==> src/rtl/dm_wb_cache_if.sv <==
// CPU-side and memory-side buses of the direct-mapped write-back cache.
// The CPU (bus adapter) masters the cache; the cache masters physical memory.

interface dm_wb_cache_if;
    logic [31:0]  mem_address;
    logic         mem_read;
    logic         mem_write;
    logic [31:0]  mem_byte_enable256;
    logic [255:0] mem_wdata256;
    logic [255:0] mem_rdata256;
    logic         mem_resp;

    modport master (
        output mem_address, mem_read, mem_write, mem_byte_enable256, mem_wdata256,
        input  mem_rdata256, mem_resp
    );
    modport slave (
        input  mem_address, mem_read, mem_write, mem_byte_enable256, mem_wdata256,
        output mem_rdata256, mem_resp
    );
endinterface

interface dm_wb_cache_pmem_if;
    logic [31:0]  pmem_address;
    logic         pmem_read;
    logic         pmem_write;
    logic [255:0] pmem_wdata;
    logic [255:0] pmem_rdata;
    logic         pmem_resp;

    modport master (
        output pmem_address, pmem_read, pmem_write, pmem_wdata,
        input  pmem_rdata, pmem_resp
    );
    modport slave (
        input  pmem_address, pmem_read, pmem_write, pmem_wdata,
        output pmem_rdata, pmem_resp
    );
endinterface

==> src/rtl/dm_wb_cache.sv <==
// Direct-mapped, write-back, write-allocate cache with 256-bit lines.
// Hits complete combinationally in the request cycle; misses write back a
// dirty victim (if any), fill the line, then hit on the following cycle.
//
//   state     | meaning
//   ----------+-----------------------------------------------------------
//   CHECK     | idle / tag compare; hits answered here
//   WRITEBACK | dirty victim line being written to physical memory
//   ALLOCATE  | requested line being fetched from physical memory

module dm_wb_cache #(
    parameter int S_INDEX  = 4,
    parameter int S_OFFSET = 5,
    parameter int S_TAG    = 32 - S_OFFSET - S_INDEX
) (
    input  logic               clk,
    input  logic               rst,
    dm_wb_cache_if.slave       cpu,
    dm_wb_cache_pmem_if.master pmem
);
    localparam int NSETS = 2 ** S_INDEX;

    typedef enum logic [1:0] {CHECK, WRITEBACK, ALLOCATE} state_t;

    state_t             state, state_nxt;
    logic [NSETS-1:0]   valid, dirty;
    logic [S_TAG-1:0]   tags [NSETS];
    logic [255:0]       data [NSETS];

    logic [S_INDEX-1:0] idx;
    logic [S_TAG-1:0]   req_tag;
    logic               req, hit;
    logic               wr_hit, wb_done, fill;
    logic               resp_c, pread_c, pwrite_c;
    logic [31:0]        paddr_c;
    logic               unused_addr;

    assign idx         = cpu.mem_address[S_OFFSET+S_INDEX-1:S_OFFSET];
    assign req_tag     = cpu.mem_address[31:S_OFFSET+S_INDEX];
    assign req         = cpu.mem_read | cpu.mem_write;
    assign hit         = valid[idx] && (tags[idx] == req_tag);
    assign unused_addr = ^cpu.mem_address[S_OFFSET-1:0];

    assign cpu.mem_rdata256 = data[idx];
    assign cpu.mem_resp     = resp_c;
    assign pmem.pmem_wdata  = data[idx];
    assign pmem.pmem_read   = pread_c;
    assign pmem.pmem_write  = pwrite_c;
    assign pmem.pmem_address = paddr_c;

    // State register; reset returns to CHECK so all bus outputs drop at once.
    always_ff @(posedge clk or posedge rst) begin
        if (rst) state <= CHECK;
        else     state <= state_nxt;
    end

    // Next state and bus outputs. A simultaneous read+write is a write
    // because only mem_write selects the store path.
    always_comb begin
        state_nxt = state;
        resp_c    = 1'b0;
        pread_c   = 1'b0;
        pwrite_c  = 1'b0;
        paddr_c   = 32'h0;
        wr_hit    = 1'b0;
        wb_done   = 1'b0;
        fill      = 1'b0;
        case (state)
            CHECK: begin
                if (req) begin
                    if (hit) begin
                        resp_c = 1'b1;
                        wr_hit = cpu.mem_write;
                    end else if (valid[idx] && dirty[idx]) begin
                        state_nxt = WRITEBACK;
                    end else begin
                        state_nxt = ALLOCATE;
                    end
                end
            end
            WRITEBACK: begin
                pwrite_c = 1'b1;
                paddr_c  = {tags[idx], idx, {S_OFFSET{1'b0}}};
                if (pmem.pmem_resp) begin
                    wb_done   = 1'b1;
                    state_nxt = ALLOCATE;
                end
            end
            ALLOCATE: begin
                pread_c = 1'b1;
                paddr_c = {cpu.mem_address[31:S_OFFSET], {S_OFFSET{1'b0}}};
                if (pmem.pmem_resp) begin
                    fill      = 1'b1;
                    state_nxt = CHECK;
                end
            end
            default: state_nxt = CHECK;
        endcase
    end

    // Valid/dirty bookkeeping; these are the only array bits reset clears.
    always_ff @(posedge clk or posedge rst) begin
        if (rst) begin
            valid <= '0;
            dirty <= '0;
        end else if (fill) begin
            valid[idx] <= 1'b1;
            dirty[idx] <= 1'b0;
        end else if (wb_done) begin
            dirty[idx] <= 1'b0;
        end else if (wr_hit && (|cpu.mem_byte_enable256)) begin
            dirty[idx] <= 1'b1;
        end
    end

    // Line data and tags: filled from memory, or byte-merged on a write hit.
    always_ff @(posedge clk) begin
        if (fill) begin
            data[idx] <= pmem.pmem_rdata;
            tags[idx] <= req_tag;
        end else if (wr_hit) begin
            for (int i = 0; i < 32; i++) begin
                if (cpu.mem_byte_enable256[i])
                    data[idx][8*i +: 8] <= cpu.mem_wdata256[8*i +: 8];
            end
        end
    end
endmodule

==> src/flat_wrapper.sv <==
// flat-port wrapper written by rule: the top's interface ports become plain ports
module dm_wb_cache_flat 
#(
    parameter int S_INDEX  = 4,
    parameter int S_OFFSET = 5,
    parameter int S_TAG    = 32 - S_OFFSET - S_INDEX
)
  (clk, rst, cpu_mem_address, cpu_mem_read, cpu_mem_write, cpu_mem_byte_enable256, cpu_mem_wdata256, cpu_mem_rdata256, cpu_mem_resp, pmem_pmem_address, pmem_pmem_read, pmem_pmem_write, pmem_pmem_wdata, pmem_pmem_rdata, pmem_pmem_resp);
  dm_wb_cache_if cpu_i ();
  dm_wb_cache_pmem_if pmem_i ();
  input  logic clk;
  input  logic rst;
  input wire logic [$bits(cpu_i.mem_address)-1:0] cpu_mem_address;
  input wire logic [$bits(cpu_i.mem_read)-1:0] cpu_mem_read;
  input wire logic [$bits(cpu_i.mem_write)-1:0] cpu_mem_write;
  input wire logic [$bits(cpu_i.mem_byte_enable256)-1:0] cpu_mem_byte_enable256;
  input wire logic [$bits(cpu_i.mem_wdata256)-1:0] cpu_mem_wdata256;
  output wire logic [$bits(cpu_i.mem_rdata256)-1:0] cpu_mem_rdata256;
  output wire logic [$bits(cpu_i.mem_resp)-1:0] cpu_mem_resp;
  output wire logic [$bits(pmem_i.pmem_address)-1:0] pmem_pmem_address;
  output wire logic [$bits(pmem_i.pmem_read)-1:0] pmem_pmem_read;
  output wire logic [$bits(pmem_i.pmem_write)-1:0] pmem_pmem_write;
  output wire logic [$bits(pmem_i.pmem_wdata)-1:0] pmem_pmem_wdata;
  input wire logic [$bits(pmem_i.pmem_rdata)-1:0] pmem_pmem_rdata;
  input wire logic [$bits(pmem_i.pmem_resp)-1:0] pmem_pmem_resp;
  assign cpu_i.mem_address = cpu_mem_address;
  assign cpu_i.mem_read = cpu_mem_read;
  assign cpu_i.mem_write = cpu_mem_write;
  assign cpu_i.mem_byte_enable256 = cpu_mem_byte_enable256;
  assign cpu_i.mem_wdata256 = cpu_mem_wdata256;
  assign cpu_mem_rdata256 = cpu_i.mem_rdata256;
  assign cpu_mem_resp = cpu_i.mem_resp;
  assign pmem_pmem_address = pmem_i.pmem_address;
  assign pmem_pmem_read = pmem_i.pmem_read;
  assign pmem_pmem_write = pmem_i.pmem_write;
  assign pmem_pmem_wdata = pmem_i.pmem_wdata;
  assign pmem_i.pmem_rdata = pmem_pmem_rdata;
  assign pmem_i.pmem_resp = pmem_pmem_resp;
  dm_wb_cache #(.S_INDEX(S_INDEX), .S_OFFSET(S_OFFSET), .S_TAG(S_TAG)) u_core (.clk(clk), .rst(rst), .cpu(cpu_i), .pmem(pmem_i));
endmodule
==> config.mk <==
export PLATFORM = sky130hd
export DESIGN_NAME = dm_wb_cache_flat
export DESIGN_NICKNAME = d
export VERILOG_FILES = /design/src/rtl/dm_wb_cache_if.sv /design/src/rtl/dm_wb_cache.sv /design/src/flat_wrapper.sv
export SDC_FILE = /design/constraint.sdc
export NUM_CORES = 2
export LEC_CHECK = 0
export BUFFER_PORTS_ARGS = -buffer_cell sky130_fd_sc_hd__buf_4
export CAP_MARGIN = 30
export CORE_MARGIN = 2
export CORE_UTILIZATION = 55
export DETAILED_ROUTE_END_ITERATION = 6
export HOLD_SLACK_MARGIN = 0.08
export PLACE_DENSITY = 0.7
export SYNTH_ARGS = -nofsm -noshare
export SYNTH_HDL_FRONTEND = slang
export SYNTH_MEMORY_MAX_BITS = 65536
export SYNTH_SLANG_ARGS = --single-unit
==> constraint.sdc <==
create_clock -name clk -period 5.39 [get_ports clk]
set_clock_uncertainty 0.15 [all_clocks]
set_input_delay 0.539 -clock clk [delete_from_list [all_inputs] [get_ports clk]]
set_output_delay 0.539 -clock clk [all_outputs]
set_load 0.1 [all_outputs]
Yosys cells after proc, flatten, opt, wreduce, memory -nomap -nowiden:

Memory sizes are Yosys's and may differ from the RTL's.
Cells that the tools add are included.

* output and inout port bits: 547
* flip-flop bits (word level): 34
* memories kept: 2
* word-level logic and storage cells: 248
* bits of input ports: 581
* bits in writable memories: 4464

Memories
* u_core.data: depth 16, bits a word 256, read ports 1, clocked after memory_dff 0, wr ports 1, line dm_wb_cache.sv:28 `logic [255:0] data [NSETS];`
* u_core.tags: depth 16, bits a word 23, read ports 1, clocked after memory_dff 0, wr ports 1, line dm_wb_cache.sv:27 `logic [S_TAG-1:0] tags [NSETS];`

* reduce and logical (&&, ||, !) cells: 8
* equal/unequal tests: 7
* multiplexer cells: 189
* bitwise logic cells: 37
* order comparisons: 2

Operators by type and width (number)
* 8-bit 2-to-1 mux: 32
* 1-bit 2-to-1 mux: 144
* 32-bit one-hot mux with 2 select lines: 1
* 16-bit 2-to-1 mux: 3
* 1-bit OR: 33
* 16-bit OR: 2
* 32-bit OR reduction: 1
* 23-bit == test: 1
* 16-bit bitwise AND: 1
* 16-bit inverter: 1
* 2-bit 2-to-1 mux: 5
* 1-bit binary-select mux with 4-bit select: 2
* 2-bit inequality test (second input constant): 3
* 2-bit one-hot mux with 3 select lines: 1
* 4-bit by 5-bit < comparator with 1-bit output (second input constant): 1
* 1-bit demux with 4-bit select: 1
* 4-bit by 1-bit >= comparator with 1-bit output (second input constant): 1
* 1-bit logical AND: 4
* 4-bit AND reduction: 1
* 3-bit nonzero test: 1
* 2-bit by 1-bit == test with 1-bit output (second input constant): 1
* 2-bit == test (second input constant): 1
* 2-bit logical NOT: 1
* 2-bit by 1-bit inequality test with 1-bit output (second input constant): 1

Depth between registers and ports, before layout:

* word-level depth: 10
* gate-level depth with buffers: 16

Worst setup path before layout:

No wires, ideal clock.

* path kind: input to output
* from: input port cpu_mem_address[6]
* to: output port cpu_mem_resp
* required time: 4.701 ns
* arrival time: 5.523 ns
* buffers on the path: 7
* stages on the path: 14
* setup slack: -0.822 ns
* path through: buf_2 buf_2 buf_2 buf_2 clkbuf_1 mux4_2 a22oi_1 nand2_1 xor2_1 nor4_4 nand4_4 buf_6 buf_1 nor3_1

* word-level cells in the longest chain between the ends: 6
* elaborated cells between the ends (all ways): 8
* classes of those cells: 1 x eq/ne; 5 x mux; 1 x reduce/logical; 1 x memory

Ends and longest elaborated chain
* from (decl): line flat_wrapper.sv:13 `input wire logic [$bits(cpu_i.mem_address)-1:0] cpu_mem_address;`
* memory 16 x 23 bit / 1-bit binary-select mux with 4-bit select (equally long branches)
* 23-bit == test / 1-bit 2-to-1 mux (equally long branches): line dm_wb_cache.sv:41 `assign hit = valid[idx] && (tags[idx] == req_tag);`
* 1-bit logical AND (*): line dm_wb_cache.sv:41
* 1-bit 2-to-1 mux (*): line dm_wb_cache.sv:71 `if (hit) begin`
* 1-bit 2-to-1 mux (*): line dm_wb_cache.sv:70 `if (req) begin`
* 1-bit 2-to-1 mux (*): line dm_wb_cache.sv:68 `case (state)`
* to (decl): line flat_wrapper.sv:19 `output wire logic [$bits(cpu_i.mem_resp)-1:0] cpu_mem_resp;`

Mark *: on every way between the ends. The rest lies on a longest branch, timed or not. The select of a mux whose other input is x is not followed.

Final worst setup path:

* from: memory u_core.tags[11][9] (netlist bit)
* to: output port cpu_mem_resp

* word-level cells in the longest chain between the ends: 6

Ends and longest elaborated chain (line)
* from (decl): dm_wb_cache.sv:27
* memory 16 x 23 bit
* 23-bit == test: dm_wb_cache.sv:41
* 1-bit logical AND: dm_wb_cache.sv:41
* 1-bit 2-to-1 mux: dm_wb_cache.sv:71
* 1-bit 2-to-1 mux: dm_wb_cache.sv:70
* 1-bit 2-to-1 mux: dm_wb_cache.sv:68

No other way between the ends.

==> impl_metrics.py <==
metrics = {
    "global_routing": {
        "overflow": 0,
        "grt_util_all_layers": 0.2918,
        "grt_pass1_wl_um": 690400,
        "grt_max_degree": 136,
        "antenna_found_initial": 39,
        "grt_pass1_vias": 95892,
    },
    "setup_path": {
        "crit_buf_inv": 2,
        "crit_path_end_kind": "output port",
        "slowest_delay_ps": 510,
        "path_depth": 9,
        "regToRegStartpoint": "u_core.tags[11][9]",
        "crit_fanout": 12,
        "crit_arrival_ps": 4430,
        "path_delay_family": "compound AO/OA/AOI/OAI gates",
        "cp_slowest_cell": "mux4_2",
        "worstReg2RegEnd": "u_core.data[3][44]",
        "rr_worst_depth": 11,
        "cp_cell_sequence": "mux4_2 > a21boi_0 > o2111ai_1 > o31ai_1 > a22oi_1 > or3_4 > buf_12 > nor3_2 > buf_4",
        "startpoint": "u_core.tags[11][9]",
        "r2r_setup_slack_ps": 280,
        "cp.required_ps": 4700,
        "crit_end": "cpu_mem_resp",
        "path_class": "flop to output port",
        "startpoint_type": "flop",
    },
    "die": {
        "core-area_mm2": 0.3271,
        "die_w_um": 577.1,
        "start_util": 0.5521,
        "die_h_um": 577.1,
        "io_pins": 1128,
        "rows": 210,
        "dieArea_mm2": 0.3330,
    },
    "power": {
        "cellPowerDensity_mw_per_mm2": 367.2,
        "swShare": 0.2579,
        "clock_power_share": 0.377,
        "intPower_mw": 58.99,
        "seqPwrFrac": 0.494,
        "power_mw": 79.49,
        "combPwrFrac": 0.129,
        "p_leak_nw": 71.93,
        "p_switching_mw": 20.50,
        "ir_drop_mv": 0.3884,
    },
    "run_status": {
        "status": "finished clean",
    },
    "sta": {
        "finalSetupViolCount": 0,
        "finalHoldViolations": 0,
        "relSlewSlack": 0.2775,
        "final.setup.tns_ps": 0,
        "min_period_ps": 5118,
        "tightest_slew_ps": 1084,
        "rsz0062_at_grt": "no",
        "whs_ps": 123.9,
        "report.final.slew_viol_count": 0,
        "fmax_mhz": 195.4,
        "finalCritPeriodShare": 0.9495,
    },
    "layout": {
        "drive_gt1_frac": 0.4079,
        "ff_latch_area_mm2": 0.1349,
        "final_nets": 10618,
        "nFillCells": 20646,
        "syn2layout_area_growth_pct": 19.84,
        "multi_input_area_mm2": 0.04182,
        "final_util": 0.6617,
    },
    "synthesis": {
        "synth.avg_cell_area_um2": 22.60,
        "ys_types": 71,
        "yosys_warnings": 0,
        "post_synth_main_area_contributors": "edfxtp_1 (74%), mux4_2 (17%), o31ai_1 (2.1%)",
        "ys_ff_latch": 4498,
        "async_reset_ff_frac": 0.007559,
        "synthTopCellsByCount": "edfxtp_1 (4464), mux4_2 (1359), o31ai_1 (514)",
        "synth_most_common_cell": "edfxtp_1",
        "synth_edf_count": 4464,
        "yosysTopAreaCell": "edfxtp_1",
        "ys_seq_area_frac": 0.7469,
        "syn_area_mm2": 0.1806,
        "synth_top_area_share": 0.7422,
        "synthCells": 7992,
        "synth_flop_cell": "edfxtp_1",
    },
    "routing": {
        "vias_per_cell": 6.423,
        "ant_nets": 0,
        "wl_per_cell_um": 33.18,
        "drt_iter0_drc": 12473,
        "drc": 0,
        "wl_um": 489500,
        "dr.pass1.iters": 6,
        "via_count": 94751,
    },
    "cts": {
        "cts_hold_buf": 495,
        "cts_htree_levels": 5,
        "cts_made_buffers": 435,
        "cts_setup_buffers": 0,
        "clockBufferDepth": 4,
        "cts_num_sinks": 4498,
        "cts_tree": "done",
        "clock_latency_ps": 960,
        "clk_pin_slew_ps": 60,
        "cts_resized": 0,
        "cts-root-buf": "clkbuf_16",
    },
    "hold_path": {
        "min_path_type": "input pin to flop",
    },
    "flow_run": {
        "cap_violations": 0,
    },
    "placement": {
        "post-dp-hpwl_um": 305600,
        "io_buffers": 1117,
        "gp_congestion": 0.8136,
    },
}
[worst min path at each step]
stage	from	end	slack [ps]	cells past startpoint
floorplan	u_core.valid[10]	u_core.valid[10]	280	1
global route	cpu_mem_wdata256[7]	u_core.data[14][7]	110	2
finish	pmem_pmem_rdata[200]	u_core.data[9][200]	120	2
global placement	u_core.valid[3]	u_core.valid[3]	290	1
CTS	pmem_pmem_rdata[200]	u_core.data[9][200]	80	2
detailed placement	u_core.valid[6]	u_core.valid[6]	300	1
[flip-flops by register name, indices dropped and copies added (netlist names), named ones only]
signal        cells
u_core.tags     368
u_core.valid     16
u_core.data    4096
u_core.state      2
[cell families (layout without fill, tap and decap cells)]
logic type,after synthesis,after routing,share of synthesized area
AO/OA/AOI/OAI,653,653,0.02715
other,1,12,0.00002076
AND/OR/NAND/NOR,296,296,0.01112
multiplexers,1681,1681,0.1898
flip-flops,4498,4498,0.7469
adder cells (fa/ha/maj),3,3,0.0002078
XOR/XNOR,21,21,0.001018
buffers and inverters,839,3242,0.02378
[per-stage QoR]
step           cell area (um2)  setup WS [ps]  cells
3_3_place_gp            197200          143.9  13438
3_5_place_dp            197400          145.5  13443
6_report                216500          272.0  14752
5_1_grt                 216400          15.66  14747
2_1_floorplan           180600          23.24   7996
4_1_cts                 216300          287.8  14740
[final cells by class]
class	instances	share of cell area
diodes	7	0.00008093
clock buffers	529	0.05261
clock inverters	273	0.01222
inverters	32	0.0005896
multi-input cells	2659	0.1932
flip-flops and latches	4498	0.6232
well taps	4346	0.02512
repair buffers	2408	0.09297
[cells in the final DEF (no fill, tap or decap), drive strengths merged, types with 18 or more instances in the layout]
cell type / netlist / routed
edfxtp: 4464 / 4464
buf: 402 / 1913
mux4: 1359 / 1359
clkbuf: 405 / 529
o31ai: 514 / 514
dlygate4sd3: 0 / 495
mux2: 266 / 266
clkinv: 0 / 202
nand2: 109 / 109
mux2i: 56 / 56
nor4: 49 / 49
inv: 32 / 45
a22oi: 39 / 39
bufinv: 0 / 39
dfrtp: 34 / 34
nor2: 31 / 31
nand3: 30 / 30
nor2b: 24 / 24
nand2b: 22 / 22
clkinvlp: 0 / 19
a21oi: 18 / 18
[power by group through the flow]
stage / Clock (mW) / Combinational, mW / Sequential [mW]
6_report: 30.0 / 10.2 / 39.3
5_1_grt: 31.6 / 10.5 / 39.3
4_1_cts: 30.3 / 10.2 / 39.3
3_5_place_dp: 0 / 9.88 / 40.0
3_3_place_gp: 0 / 9.75 / 40.0
2_1_floorplan: 0 / 7.13 / 40.0
[layer usage]
layer / wire (um) / global-route usage / vias to the layer above
li1: - / - / 38201
met1: 181500 / 0.3996 / 50122
met2: 240800 / 0.4738 / 5580
met3: 47920 / 0.05585 / 836
met4: 19190 / 0.1055 / 12
met5: 76 / 0 / -
No activity file was read; power rests on OpenSTA's default activity.
